--- config.mk ---
export PLATFORM = sky130hd
export DESIGN_NAME = ex_stage
export DESIGN_NICKNAME = d
export VERILOG_FILES = /design/src/rtl/ex_stage.sv
export SDC_FILE = /design/constraint.sdc
export NUM_CORES = 1
export LEC_CHECK = 0
export ABC_AREA = 1
export ABC_CLOCK_PERIOD_IN_PS = 3400
export CORE_MARGIN = 3
export CORE_UTILIZATION = 45
export DETAILED_ROUTE_END_ITERATION = 10
export PLACE_DENSITY_LB_ADDON = 0.3
export SLEW_MARGIN = 15
export SYNTH_ARGS = -nofsm -noshare
export SYNTH_HDL_FRONTEND = slang
export SYNTH_SLANG_ARGS = --single-unit
--- constraint.sdc ---
create_clock -name clk -period 3.4 [get_ports clk]
set_input_delay 0.51 -clock clk [delete_from_list [all_inputs] [get_ports clk]]
set_output_delay 0.51 -clock clk [all_outputs]
set_load 0.05 [all_outputs]
--- src/rtl/ex_stage.sv ---
// Execute stage: operand select, priority-encoded ALU, and an iterative
// 1-bit-per-cycle shifter that stalls upstream while it runs.
module ex_stage (
  input  logic        clk,
  input  logic        rst,
  input  logic [4:0]  rd_addr,
  input  logic [31:0] rs1,
  input  logic [31:0] rs2,
  input  logic        alu_rs2_reg,
  input  logic [31:0] imm,
  input  logic        add_en,
  input  logic        sub_en,
  input  logic        xor_en,
  input  logic        or_en,
  input  logic        and_en,
  input  logic        sll_en,
  input  logic        srl_en,
  input  logic        sra_en,
  input  logic        rs1_alu_loopback,
  input  logic        rs2_alu_loopback,
  output logic [4:0]  rd_addr_out,
  output logic [31:0] result_out,
  output logic        wb_en_out,
  output logic        stall
);

  typedef enum logic {IDLE = 1'b0, SHIFT = 1'b1} state_t;

  localparam logic [1:0] SH_SLL = 2'd0;
  localparam logic [1:0] SH_SRL = 2'd1;
  localparam logic [1:0] SH_SRA = 2'd2;

  state_t      state_r;
  logic [31:0] shreg_r;
  logic [4:0]  cnt_r;
  logic [1:0]  sh_op_r;
  logic [4:0]  rd_r;

  logic [31:0] op_a_s;
  logic [31:0] op_b_s;
  logic [4:0]  amt_s;
  logic [31:0] alu_res_s;
  logic        op_active_s;
  logic        is_shift_s;
  logic [1:0]  sh_op_s;

  // One shifter step for the latched shift kind.
  function automatic logic [31:0] shift_step(input logic [31:0] v, input logic [1:0] op);
    case (op)
      SH_SLL:  shift_step = {v[30:0], 1'b0};
      SH_SRL:  shift_step = {1'b0, v[31:1]};
      SH_SRA:  shift_step = {v[31], v[31:1]};
      default: shift_step = v;
    endcase
  endfunction

  // Operand selection and priority-encoded single-cycle ALU.
  always_comb begin
    op_a_s      = rs1_alu_loopback ? result_out : rs1;
    if (alu_rs2_reg) begin
      op_b_s = rs2_alu_loopback ? result_out : rs2;
    end else begin
      op_b_s = imm;
    end
    amt_s       = op_b_s[4:0];
    alu_res_s   = 32'd0;
    op_active_s = 1'b1;
    is_shift_s  = 1'b0;
    sh_op_s     = SH_SLL;
    if (add_en) begin
      alu_res_s = op_a_s + op_b_s;
    end else if (sub_en) begin
      alu_res_s = op_a_s - op_b_s;
    end else if (xor_en) begin
      alu_res_s = op_a_s ^ op_b_s;
    end else if (or_en) begin
      alu_res_s = op_a_s | op_b_s;
    end else if (and_en) begin
      alu_res_s = op_a_s & op_b_s;
    end else if (sll_en) begin
      is_shift_s = 1'b1;
      sh_op_s    = SH_SLL;
      alu_res_s  = op_a_s;
    end else if (srl_en) begin
      is_shift_s = 1'b1;
      sh_op_s    = SH_SRL;
      alu_res_s  = op_a_s;
    end else if (sra_en) begin
      is_shift_s = 1'b1;
      sh_op_s    = SH_SRA;
      alu_res_s  = op_a_s;
    end else begin
      op_active_s = 1'b0;
    end
  end

  // Stall while a shift is being issued or has more than one step left.
  always_comb begin
    if (!rst) begin
      stall = 1'b0;
    end else if (state_r == IDLE) begin
      stall = is_shift_s && (amt_s != 5'd0);
    end else begin
      stall = (cnt_r > 5'd1);
    end
  end

  // Stage FSM and EX/WB output registers.
  always_ff @(posedge clk) begin
    if (!rst) begin
      state_r     <= IDLE;
      shreg_r     <= 32'd0;
      cnt_r       <= 5'd0;
      sh_op_r     <= SH_SLL;
      rd_r        <= 5'd0;
      result_out  <= 32'd0;
      rd_addr_out <= 5'd0;
      wb_en_out   <= 1'b0;
    end else begin
      case (state_r)
        IDLE: begin
          if (is_shift_s && (amt_s != 5'd0)) begin
            shreg_r   <= op_a_s;
            cnt_r     <= amt_s;
            sh_op_r   <= sh_op_s;
            rd_r      <= rd_addr;
            wb_en_out <= 1'b0;
            state_r   <= SHIFT;
          end else begin
            result_out  <= alu_res_s;
            rd_addr_out <= rd_addr;
            wb_en_out   <= op_active_s && (rd_addr != 5'd0);
          end
        end
        SHIFT: begin
          shreg_r <= shift_step(shreg_r, sh_op_r);
          cnt_r   <= cnt_r - 5'd1;
          if (cnt_r == 5'd1) begin
            result_out  <= shift_step(shreg_r, sh_op_r);
            rd_addr_out <= rd_r;
            wb_en_out   <= (rd_r != 5'd0);
            state_r     <= IDLE;
          end else begin
            wb_en_out <= 1'b0;
          end
        end
        default: begin
          state_r   <= IDLE;
          wb_en_out <= 1'b0;
        end
      endcase
    end
  end

endmodule

==> results.ini, run 1 <==
[global_routing]
grt_max_degree = 44
overflow = 0
antenna_found_initial = 1
grt_pass1_wl_um = 79700
grt_pass1_vias = 14400
grt_use_total = 0.388

[pwr]
powerDensity_mw_per_mm2 = 411
vdd_drop_max_mv = 0.236
p_leak_nw = 7.15

[clocking]
htreeDepth = 3
cts_hold_buf = 0
cts.path.max_buffers = 2
tritoncts = yes
numClockSinks = 83
cts.clk_slew.worst_paths_ns = 0.07
cts_inserted_buffers = 9
worstSkewPairLatency_ns = 0.36
clockRootBuffer = clkbuf_16

[worst_setup_path]
crit_type = in2reg
crit_slowest_cell = clkdlybuf4s50_1
crit_chain = clkdlybuf4s50_1 -> inv_1 -> o21ai_0 -> inv_1 -> ha_1 -> o21ai_0 -> inv_1 -> nand2_1 -> inv_1 -> nand3_1 -> xor2_1 -> nand2_1 -> nand3_1 -> nand3_1 -> a21oi_1
endpoint_kind = flop
required_ns = 3.68
cp_data_arrival_time_ns = 3.46
startpoint_type = input port
cp_slowest_stage_delay_ns = 0.46
cpMostUsedCell = inv_1
cp_max_fo = 8

[floorplanning]
dieWidth_um = 164
die_area_mm2 = 0.0269
rows = 57
initial_utilization = 0.460
io_pins = 153
fp.dieH_um = 164
coreArea_mm2 = 0.0245

[cells_and_area]
areaGrowthSynthToFinish_pct = 32.9
post-route-cell-area_mm2 = 0.0149
mostFrequentLayoutCell = nand2_1
most-common-layout-cells = nand2_1, inv_1, buf_4, o21ai_0, a21oi_1
regArea_mm2 = 0.00166
fillerInstances = 2482
utilization = 0.611
n_antenna_cell = 0
nets = 2555
drive_above_1_share = 0.126
multi_input_area_mm2 = 0.00795

[detailed_routing]
routed_wl_um = 53500
dr_wl_met3_um = 4340
via_count = 15200
vias_per_cell = 5.70
drc = 0
ant_nets = 0
drt_iter0_drc = 1549
topRoutingLayerUsed = met5
wl_met2_um = 24400
wl_met1_um = 19900
wl_per_cell_um = 20.0
dr.pass1.iters = 6

[timing]
setup_violations = 0
tightestPinTransition_ns = 0.674
slew-limit-headroom = 0.550
slew_viol_final = 0
layout_min_cycle_time_ns = 3.18
fin_crit_sh = 0.935
rsz0062_at_grt = false
fmax_ghz = 0.315
clock_skew_ns = 0.0198
hold_viol_final = 0

[placed_design]
placedInstanceArea_mm2 = 0.0146
portBuffers = 152
dp_hpwl_um = 42600
place_congestion = 1.02

[synth]
avgSynthCellArea_um2 = 5.53
synth-warning-count = 0
synth_edf_count = 0
seq_area_frac_synth = 0.148
synthSimpleGateAreaFrac = 0.327
syn-cell-area_mm2 = 0.0112
synth_nets = 2245
netlist_instances = 2032
synth_xor_area_frac = 0.0101
ys_ff_latch = 83
muxShareOfSynthArea = 0
synth_compound_gate_area_share = 0.257
ys_types = 43
synth_ff_type = dfxtp_1
synth_top_family_by_area = simple AND/OR/NAND/NOR gates
synth_fa_ha_area_frac = 0.112
async_flop_share = 0

[status]
status = complete, no violations

[hold_path]
hold_class = reg2reg

[job]
maxCapViolations = 0

[worst max-delay path: cells and delay by family]
family                   cells  cell delay, ns
AO/OA/AOI/OAI                3            0.90
buffers and inverters        5            0.73
AND/OR/NAND/NOR              5            0.68
adder cells (fa/ha/maj)      1            0.45
XOR/XNOR                     1            0.18
[where the power goes]
group	internal [mW]	switching, mW	total [mW]
logic	1.50	2.39	3.89
registers	1.06	0.0935	1.15
clock network	0.623	0.477	1.10
[state kept, by name, indices dropped and copies added, names as in the netlist]
signal,flops
result_out,32
state_r,1
wb_en_out,1
cnt_r,5
shreg_r,32
rd_r,5
sh_op_r,2
rd_addr_out,5
[stage by stage]
step | power (mW) | hold slack, ns | setup slack, ns | instances | TNS [ns]
final | 6.14 | 0.468 | 0.221 | 2671 | 0
after global routing | 6.49 | 0.499 | 0.00393 | 2671 | 0
after CTS | 6.06 | 0.471 | 0.245 | 2671 | 0
after detailed placement | 4.95 | 0.464 | -0.0974 | 2655 | -0.742
after global placement | 4.93 | 0.462 | -0.120 | 2655 | -0.632
after floorplan | 3.20 | 0.451 | 0.109 | 2032 | 0
[cell type report]
cell class | count | share of cell area
clock buffers | 11 | 0.0169
clock inverters | 5 | 0.00452
inverters | 311 | 0.0781
multi-input cells | 1533 | 0.532
flip-flops and latches | 83 | 0.111
well taps | 324 | 0.0271
repair buffers | 404 | 0.230
[routing by layer]
layer | global-route usage | vias to the layer above
li1 | - | 7259
met4 | 0.301 | 2
met1 | 0.443 | 6896
met3 | 0.0575 | 225
met2 | 0.650 | 850
met5 | 0 | -
[kinds of logic after synthesis]
group	Yosys count
simple gates	904
compound gates	517
buf+inv	416
fa+ha+maj	99
xor+xnor	13
flops	83
[cells in the mapped netlist (2+ instances only)]
master,number,area [um^2]
dfxtp_1,83,1660
o21bai_1,10,75.1
clkbuf_2,3,15.0
o211ai_1,34,255
a211oi_2,3,37.5
buf_6,2,22.5
o21ai_0,191,956
clkinv_1,2,7.51
nor2_1,155,582
nor3_1,20,100
a221oi_1,2,17.5
fa_1,2,40.0
o2111ai_1,2,17.5
buf_2,29,145
o21a_1,4,30.0
a32oi_1,2,17.5
buf_1,8,30.0
nand3b_1,2,15.0
clkbuf_1,56,210
nand2_1,557,2090
nand3_1,145,726
nand4_1,16,100
nor2_2,2,12.5
a21oi_1,167,836
ha_1,97,1210
o221ai_1,9,78.8
inv_2,6,22.5
nor4_1,4,25.0
o21ai_1,14,70.1
inv_1,303,1140
buf_4,7,52.6
xor2_1,12,105
a31oi_1,69,432
o22ai_1,5,31.3
[repair_timing]
item | 4_1_cts | 5_1_grt
endpoints found under the setup margin | 0 | 22
resized for setup | 0 | 7
endpoints found under the hold margin | 0 | 0
setup buffers | 0 | 0
[path summary, 6_finish.rpt]
path | start | endpoint | slack [ns] | cells past startpoint
max | imm[13] | result_out[14]$_SDFFE_PN0P_ | 0.22 | 15
min | rd_r[3]$_SDFFE_PN0P_ | rd_addr_out[3]$_SDFFE_PN0P_ | 0.47 | 2
max reg2reg | result_out[19]$_SDFFE_PN0P_ | result_out[26]$_SDFFE_PN0P_ | 0.37 | 17
min reg2reg | rd_r[3]$_SDFFE_PN0P_ | rd_addr_out[3]$_SDFFE_PN0P_ | 0.47 | 2
Note: power is estimated with default switching activity, not from simulation.
==> run 2, diff against run 1 <==
HOLD_SLACK_MARGIN = 0.1   (was unset)
==> results of run 2 <==
The final DEF is identical to that of run 1; final timing and power are the same.
